`src/rtl/otter_harness_pkg.sv`:
```
// Shared types for the OTTER bring-up harness: log entry, harness FSM state and
// the channel address decode helper.
package otter_harness_pkg;

  typedef struct packed {
    logic [31:0] addr;
    logic [31:0] data;
  } log_entry_t;

  typedef enum logic {HOLD, RUN} harness_state_t;

  typedef struct packed {
    logic        hit;
    logic [31:0] idx;
  } ch_hit_t;

  // Word-aligned address inside [base, base + 4*n) selects channel (addr-base)>>2.
  function automatic ch_hit_t ch_hit(input logic [31:0] addr, input logic [31:0] base,
                                     input int unsigned n);
    ch_hit_t     r;
    logic [31:0] off;
    off   = addr - base;
    r.idx = {2'b00, off[31:2]};
    r.hit = (addr[1:0] == 2'b00) && (addr >= base) && (r.idx < n);
    return r;
  endfunction

endpackage

```
`src/rtl/harness_log_fifo.sv`:
```
// Show-ahead write-log FIFO. A push into a full FIFO is dropped and latches the
// sticky overflow flag unless a pop frees the slot in the same cycle.
module harness_log_fifo
  import otter_harness_pkg::*;
#(
  parameter int DEPTH = 16
) (
  input  logic                       clk,
  input  logic                       rst_n,
  input  logic                       push,
  input  log_entry_t                 din,
  input  logic                       pop,
  output log_entry_t                 dout,
  output logic                       empty,
  output logic [$clog2(DEPTH+1)-1:0] count,
  output logic                       ovf
);

  localparam int PW = $clog2(DEPTH);
  localparam int CW = $clog2(DEPTH+1);

  log_entry_t    mem_q [DEPTH];
  logic [PW-1:0] wr_ptr_q, wr_ptr_d, rd_ptr_q, rd_ptr_d;
  logic [CW-1:0] count_q, count_d;
  logic          ovf_q, ovf_d;
  logic          full, push_ok, pop_ok;

  assign empty = (count_q == '0);
  assign full  = (count_q == CW'(DEPTH));

  always_comb begin
    pop_ok   = pop && !empty;
    push_ok  = push && (!full || pop_ok);
    wr_ptr_d = wr_ptr_q + PW'(push_ok);
    rd_ptr_d = rd_ptr_q + PW'(pop_ok);
    count_d  = count_q + CW'(push_ok) - CW'(pop_ok);
    ovf_d    = ovf_q | (push && !push_ok);
  end

  always_ff @(posedge clk or negedge rst_n) begin
    if (!rst_n) begin
      wr_ptr_q <= '0;
      rd_ptr_q <= '0;
      count_q  <= '0;
      ovf_q    <= 1'b0;
    end else begin
      wr_ptr_q <= wr_ptr_d;
      rd_ptr_q <= rd_ptr_d;
      count_q  <= count_d;
      ovf_q    <= ovf_d;
    end
  end

  // Storage needs no reset: entries are only visible once count covers them.
  always_ff @(posedge clk) begin
    if (push_ok) mem_q[wr_ptr_q] <= din;
  end

  assign dout  = mem_q[rd_ptr_q];
  assign count = count_q;
  assign ovf   = ovf_q;

endmodule

```
`src/rtl/otter_io_harness.sv`:
```
// Bring-up harness around OTTER_TOP: CPU reset sequencing, periodic INTR, input
// channel reads and IOBUS write logging. OTTER_HARNESS_LOOPBACK_EN lets CPU writes
// to a channel address overwrite and freeze that channel.
module otter_io_harness
  import otter_harness_pkg::*;
#(
  parameter int          NUM_CH      = 4,
  parameter logic [31:0] BASE_ADDR   = 32'h1100_0000,
  parameter int          DEPTH       = 16,
  parameter int          RST_CYCLES  = 4,
  parameter int          INTR_PERIOD = 0,
  parameter int          INTR_WIDTH  = 1
) (
  input  logic                       CLK,
  input  logic                       RST_N,
  input  logic [NUM_CH*32-1:0]       CH_IN,
  input  logic [31:0]                IOBUS_ADDR,
  input  logic [31:0]                IOBUS_OUT,
  input  logic                       IOBUS_WR,
  output logic [31:0]                IOBUS_IN,
  output logic                       CPU_RST,
  output logic                       INTR,
  input  logic                       LOG_RD,
  output logic                       LOG_VALID,
  output logic [31:0]                LOG_ADDR,
  output logic [31:0]                LOG_DATA,
  output logic [$clog2(DEPTH+1)-1:0] LOG_COUNT,
  output logic                       LOG_OVF
);

  localparam int RCW = (RST_CYCLES > 1) ? $clog2(RST_CYCLES) : 1;
  localparam int CW  = (NUM_CH > 1) ? $clog2(NUM_CH) : 1;

  harness_state_t           state_q, state_d;
  logic [RCW-1:0]           rst_cnt_q, rst_cnt_d;
  logic [NUM_CH-1:0][31:0]  snap_q, snap_d;
  ch_hit_t                  hit;
  logic                     log_empty;
  log_entry_t               log_in, log_head;

  always_comb begin
    state_d   = state_q;
    rst_cnt_d = rst_cnt_q;
    case (state_q)
      HOLD: begin
        if (rst_cnt_q == RCW'(RST_CYCLES-1)) state_d = RUN;
        else                                 rst_cnt_d = rst_cnt_q + 1'b1;
      end
      default: ;
    endcase
  end

  assign CPU_RST = (state_q == HOLD);
  assign hit     = ch_hit(IOBUS_ADDR, BASE_ADDR, NUM_CH);

`ifdef OTTER_HARNESS_LOOPBACK_EN
  logic [NUM_CH-1:0] frz_q, frz_d;

  always_comb begin
    snap_d = CH_IN;
    frz_d  = frz_q;
    for (int k = 0; k < NUM_CH; k++) begin
      if (frz_q[k]) snap_d[k] = snap_q[k];
      if (state_q == RUN && IOBUS_WR && hit.hit && hit.idx == 32'(k)) begin
        snap_d[k] = IOBUS_OUT;
        frz_d[k]  = 1'b1;
      end
    end
  end

  always_ff @(posedge CLK or negedge RST_N) begin
    if (!RST_N) frz_q <= '0;
    else        frz_q <= frz_d;
  end
`else
  always_comb snap_d = CH_IN;
`endif

  always_ff @(posedge CLK or negedge RST_N) begin
    if (!RST_N) begin
      state_q   <= HOLD;
      rst_cnt_q <= '0;
      snap_q    <= '0;
    end else begin
      state_q   <= state_d;
      rst_cnt_q <= rst_cnt_d;
      snap_q    <= snap_d;
    end
  end

  assign IOBUS_IN = hit.hit ? snap_q[hit.idx[CW-1:0]] : 32'h0;

  // INTR counter only exists when interrupts are enabled.
  if (INTR_PERIOD > 0) begin : g_intr
    localparam int ICW = (INTR_PERIOD > 1) ? $clog2(INTR_PERIOD) : 1;
    logic [ICW-1:0] intr_cnt_q, intr_cnt_d;

    always_comb begin
      intr_cnt_d = '0;
      if (state_q == RUN && intr_cnt_q != ICW'(INTR_PERIOD-1)) intr_cnt_d = intr_cnt_q + 1'b1;
    end

    always_ff @(posedge CLK or negedge RST_N) begin
      if (!RST_N) intr_cnt_q <= '0;
      else        intr_cnt_q <= intr_cnt_d;
    end

    assign INTR = (state_q == RUN) && (intr_cnt_q < ICW'(INTR_WIDTH));
  end else begin : g_no_intr
    assign INTR = 1'b0;
  end

  assign log_in = '{addr: IOBUS_ADDR, data: IOBUS_OUT};

  harness_log_fifo #(.DEPTH(DEPTH)) u_log (
    .clk   (CLK),
    .rst_n (RST_N),
    .push  (IOBUS_WR && state_q == RUN),
    .din   (log_in),
    .pop   (LOG_RD),
    .dout  (log_head),
    .empty (log_empty),
    .count (LOG_COUNT),
    .ovf   (LOG_OVF)
  );

  assign LOG_VALID = !log_empty;
  assign LOG_ADDR  = log_head.addr;
  assign LOG_DATA  = log_head.data;

endmodule
```
`config.mk`:
```
export PLATFORM = sky130hd
export DESIGN_NAME = otter_io_harness
export DESIGN_NICKNAME = d
export VERILOG_FILES = /design/src/rtl/otter_harness_pkg.sv /design/src/rtl/harness_log_fifo.sv /design/src/rtl/otter_io_harness.sv
export SDC_FILE = /design/constraint.sdc
export NUM_CORES = 1
export LEC_CHECK = 0
export CAP_MARGIN = 20
export CORE_MARGIN = 2
export CORE_UTILIZATION = 55
export CTS_BUF_LIST = sky130_fd_sc_hd__clkbuf_8
export DETAILED_ROUTE_END_ITERATION = 12
export DONT_BUFFER_PORTS = 1
export PLACE_DENSITY = 0.74
export SYNTH_ARGS = -nofsm -noshare
export SYNTH_HDL_FRONTEND = slang
export SYNTH_HIERARCHICAL = 1
export SYNTH_SLANG_ARGS = --single-unit
```
`constraint.sdc`:
```
create_clock -name CLK -period 17.6 [get_ports CLK]
set_input_delay 1.76 -clock CLK [delete_from_list [all_inputs] [get_ports CLK]]
set_output_delay 1.76 -clock CLK [all_outputs]
set_load 0.005 [all_outputs]
```
### Yosys cells after proc, flatten, opt, wreduce, memory -nomap -nowiden

Memories as Yosys holds them, arrays and structs flattened.
Index checks and enable logic that the tools add are counted.

| word-level totals | value |
|---|---|
| memories kept | 1 |
| register bits after elaboration | 145 |
| logic and storage cells | 45 |
| RAM bits | 1024 |
| input bits | 196 |

| cells by class | value |
|---|---|
| add/subtract/negate cells | 6 |
| order comparisons | 3 |
| reduce and logical (&&, ||, !) cells | 13 |
| bitwise operators | 3 |
| mux-type cells | 7 |
| equal/unequal tests | 2 |

Memory list:

| memory | words | width | read ports | clocked after Yosys merged registers in | write ports | RTL line | RTL |
|---|---|---|---|---|---|---|---|
| u_log.mem_q | 16 | 64 | 1 | 0 | 1 | harness_log_fifo.sv:22 | `log_entry_t mem_q [DEPTH];` |

Operator list:

| operator | number |
|---|---|
| binary-select mux 32 bit (select 2 bit) | 1 |
| 2-to-1 mux 32 bit | 2 |
| greater-or-equal comparator 32 x 29 -> 1 bit (second input constant) | 1 |
| subtractor 32 x 29 -> 32 bit (second input constant) | 1 |
| < comparator 30 x 3 -> 1 bit (second input constant) | 1 |
| adder 4 x 1 -> 4 bit | 2 |
| logical AND 1 bit | 6 |
| adder 5 x 1 -> 5 bit | 1 |
| equality test 5 bit (second input constant) | 1 |
| zero test 5 bit | 1 |
| subtractor 5 x 1 -> 5 bit | 1 |
| 2-to-1 mux 1 bit | 4 |
| zero test 1 bit | 3 |
| < comparator 2 x 3 -> 1 bit (second input constant) | 1 |
| adder 2 x 1 -> 2 bit (second input constant) | 1 |
| equality test 2 bit (second input constant) | 1 |
| zero test 2 bit | 1 |
| NOT 1 bit | 2 |
| AND reduction 2 bit | 1 |
| logical OR 1 bit | 1 |
| OR 1 bit | 1 |

### Longest topological paths before layout

| logic depth | value |
|---|---|
| depth in word-level cells | 8 |
| mapped depth | 14 |
| depth with buffers taken out | 14 |

### By module

The synthesis kept the hierarchy.

Modules (own cells, without submodules):

| module | cells each | area an instance (sq um) | sequential area each (sq um) | instances |
|---|---|---|---|---|
| harness_log_fifo | 1643 | 39050.0 | 31099.8 | 1 |
| otter_io_harness | 233 | 4793.3 | 3278.1 | 1 |

### Least setup slack after synthesis

Ideal clock, no wire load.

| path | value |
|---|---|
| path kind | input-to-reg |
| start | input IOBUS_WR |
| end | memory u_log/mem_q[0][0] (netlist name), enable pin |
| path slack | 8.262 ns |
| required time | 16.934 ns |
| arrival | 8.672 ns |
| path buffers | 0 |
| setup time | 0.666 ns |
| cell stages on the path | 3 |
| path through | and2_1 nand2_1 nor4b_1 |

| between the ends | value |
|---|---|
| word-level cells in the longest chain between the ends | 4 |

RTL lines:

| what | RTL line | RTL |
|---|---|---|
| from (decl) | otter_io_harness.sv:19 | `input logic IOBUS_WR,` |
| logical AND 1 bit | otter_io_harness.sv:118 | `.push (IOBUS_WR && state_q == RUN),` |
| logical AND 1 bit | harness_log_fifo.sv:33 | `push_ok = push && (!full \|\| pop_ok);` |
| 2-to-1 mux 1 bit | harness_log_fifo.sv:56 | `if (push_ok) mem_q[wr_ptr_q] <= din;` |
| 2-to-1 mux 1 bit (not written as such) | harness_log_fifo.sv:56 |  |
| to (decl) | harness_log_fifo.sv:22 |  |

No other way between the ends.

### Final worst setup path

| path | value |
|---|---|
| start | register u_log.rd_ptr_q[1] |
| end | output LOG_DATA[12] |

| between the ends | value |
|---|---|
| word-level cells in the longest chain between the ends | 1 |

RTL lines:

| what | RTL line | RTL |
|---|---|---|
| from (decl) | harness_log_fifo.sv:23 | `logic [PW-1:0] wr_ptr_q, wr_ptr_d, rd_ptr_q, rd_ptr_d;` |
| from (signal assigned) | harness_log_fifo.sv:48 | `rd_ptr_q <= rd_ptr_d;` |
| memory read (16 x 64 bit) | n/a |  |
| to (decl) | otter_io_harness.sv:26 | `output logic [31:0] LOG_DATA,` |

No other way between the ends.

==> flow_metrics.py <==
metrics = {
    "run_status": {
        "status": "finished clean",
    },
    "cells_and_area": {
        "syn2layout_area_growth_pct": 11.1,
        "drive_gt1_share_pct": 29.5,
        "regArea_um2": 34400,
        "num-fill-cells": 5196,
        "multiInputGateArea_um2": 8910,
        "nNetsFinal": 2212,
        "final_util_pct": 61.7,
    },
    "critical_path": {
        "critPathBufInv": 2,
        "regToRegSetupSlack_ns": 14.80,
        "worstPathRequired_ns": 15.84,
        "crit_path_start_kind": "register",
        "criticalPathCategory": "register to output pin",
        "worst_ep_arrival_time_ns": 4.33,
        "cp_common_cell": "buf_4",
        "cp_top_family": "buffers and inverters",
        "crit_chain": "buf_4 > buf_4 > mux4_2 > a22oi_1 > nand2_1",
        "critical_path.max_stage_delay_ns": 0.91,
        "critical_path.slowest_cell": "buf_4",
        "end_kind": "output pin",
        "crit_fanout": 72,
    },
    "synthesis": {
        "synth-seq-cells": 1169,
        "yosysWarnings": 6,
        "synth-main-ff-cell": "edfxtp_1",
        "ys_seq_area_share_pct": 78.4,
        "syn_area_um2": 43800,
        "syn_avg_cell_area_um2": 23.4,
        "synthDistinctLibCells": 34,
        "syn_nets": 2084,
        "syn_inst": 1876,
        "synth_edf_count": 1024,
        "async_flop_share_pct": 12.4,
    },
    "die": {
        "die_x_um": 286,
        "rows": 103,
        "fp.dieArea_um2": 82000,
        "core-area_um2": 79000,
        "fp.dieH_um": 286,
        "start_util_pct": 55.5,
        "io_pins": 301,
    },
    "clocking": {
        "cts_buffer_depth": 3,
        "cts_tree": "done",
        "cts_max_level": 4,
        "cts-root-buf": "clkbuf_8",
        "postCtsSetupRepairBufs": 0,
        "cts_sinks": 1169,
        "clk_latency_ns": 0.85,
        "cts_resized": 0,
        "clk_pin_slew_worst_paths_ns": 0.06,
        "cts_made_buffers": 180,
        "postCtsHoldBufs": 0,
    },
    "place": {
        "hpwlAfterDp_um": 50700,
        "port_buffers": 0,
        "place_congestion": 0.744,
    },
    "timing": {
        "finalSetupViolations": 0,
        "slew_headroom_pct": 29.3,
        "fmax_ghz": 0.164,
        "worst_slew_pin_slew_ns": 1.06,
        "hold_violations": 0,
        "tns_ns": 0,
        "skew_ns": 0.0739,
        "fin_crit_sh_pct": 34.6,
        "finalMaxSlewViolations": 0,
        "final.min_clock_period_ns": 6.09,
        "rsz0062_at_grt": "no",
    },
    "route": {
        "ant_nets": 0,
        "viasPerCell": 6.31,
        "vias": 20222,
        "drtPass1Iterations": 5,
        "wl_per_cell_um": 30.0,
        "wl_um": 96100,
        "drt_iter0_markers": 1989,
        "drcViolationCount": 0,
    },
    "global_routing": {
        "busiest_layer": "met2",
        "grt_pass1_wl_um": 140000,
        "track_usage_pct": 23.8,
        "grt_max_degree": 146,
        "grtUsageMet1_pct": 31.4,
        "overflow": 0,
        "grt_pass1_vias": 21403,
        "antenna_found_initial": 7,
        "grtUsageMet3_pct": 6.92,
        "grtUsageMet2_pct": 38.7,
    },
    "pwr": {
        "power_mw": 7.44,
        "ir_worst_vdd_v": 0.000133,
        "total_leakage_power_nw": 16.0,
        "powerDensity_nw_per_um2": 153,
    },
    "job": {
        "cap_violations": 0,
    },
    "hold_path": {
        "hp-class": "register to register",
    },
}
-- synth_stat cells, drive strengths merged (3+ instances only) --
cell	count	area, µm²
nand2	68	255
nor2b	3	18.8
buf	69	502
dfrtp	145	3630
mux4	288	6490
xnor2	4	35.0
ha	11	138
a22oi	128	961
edfxtp	1024	30700
clkbuf	36	135
nor4	10	81.3
nor2	7	26.3
nand2b	4	25.0
xor2	6	52.6
nor3	10	50.1
nor4b	35	533
inv	13	48.8
-- per-layer routing --
layer	vias up	wire, µm
li1	8227	-
met1	10812	36800
met2	1008	48000
met3	173	9010
met4	2	2270
met5	-	13
-- layout by cell type (no fill, tap or decap), types with 3 or more instances in the layout --
master / count
buf_16: 3
nor4_2: 9
clkbuf_8: 192
nor3_2: 9
bufinv_16: 8
a22oi_1: 128
xnor2_1: 4
dfrtp_1: 143
clkinv_8: 3
nand2_1: 68
ha_1: 11
inv_1: 69
clkinv_1: 35
nand2b_1: 4
nor4b_4: 3
diode_2: 6
edfxtp_1: 1024
nor4b_2: 30
clkinv_2: 18
buf_4: 46
nor2_1: 6
xor2_1: 5
mux4_2: 288
inv_12: 6
-- sequential cells by signal, indices dropped and copies added, names as in the netlist --
register and flops:
u_log/count 5, state_q 1, u_log/wr_ptr_q 4, u_log/mem_q 1024, rst_cnt_q 2, snap_q 128
u_log/ovf 1, u_log/rd_ptr_q 4
-- metrics by stage --
stage / cell area (µm²) / setup WS [ns] / hold slack, ns / std cells
global placement: 45000 / 11.61 / 0.461 / 2868
finish: 48700 / 11.51 / 0.478 / 3204
global route: 48700 / 11.28 / 0.500 / 3204
CTS: 48600 / 10.76 / 0.483 / 3194
floorplan: 43800 / 8.26 / 0.448 / 1876
detailed placement: 45000 / 11.62 / 0.472 / 2868
-- kinds of logic after synthesis --
family	Yosys count	share of synthesized area, %
adder cells (fa/ha/maj)	12	0.360
buffers and inverters	118	1.56
AND/OR/NAND/NOR	144	2.37
multiplexers	289	14.8
other	1	0.00855
XOR/XNOR	10	0.200
flip-flops	1169	78.4
AO/OA/AOI/OAI	133	2.27
-- where the power goes --
group | leakage [nW] | internal [mW] | switching (mW)
registers | 10.9 | 3.30 | 0.121
clock network | 2.03 | 1.15 | 1.06
logic | 3.00 | 0.778 | 1.04
-- final timing paths --
check	from	to	depth (start not counted)
max	u_log/rd_ptr_q[1]	LOG_DATA[12]	5
min reg2reg	rst_cnt_q[0]	rst_cnt_q[0]	1
min in group asynchronous	RST_N	snap_q[31]	0
min	rst_cnt_q[0]	rst_cnt_q[0]	1
max reg2reg	u_log/count[2]	u_log/count[4]	14
max in group asynchronous	RST_N	u_log/rd_ptr_q[0]	0
-- worst register-to-register path: stages, from the launching register on --
cell and delay [ns]:
dfrtp_1 0.42, inv_1 0.09, ha_1 0.24, nand2_1 0.09, nor2_1 0.05, nor2b_1 0.38, ha_1 0.33, inv_1 0.06
ha_1 0.16, inv_1 0.06, fa_1 0.42, inv_1 0.07, a21oi_1 0.06, o21bai_1 0.15, xnor2_1 0.15
-- cell type report --
type | count | share of cell area, %
Clock inverter | 134 | 1.92
Clock buffer | 192 | 5.42
Tap cell | 1050 | 2.70
Antenna cell | 6 | 0.0308
Inverter | 13 | 0.100
Sequential cell | 1169 | 70.6
Multi-Input combinational cell | 589 | 18.3
Timing Repair Buffer | 51 | 0.960
Power figures use the tool's default switching activity.
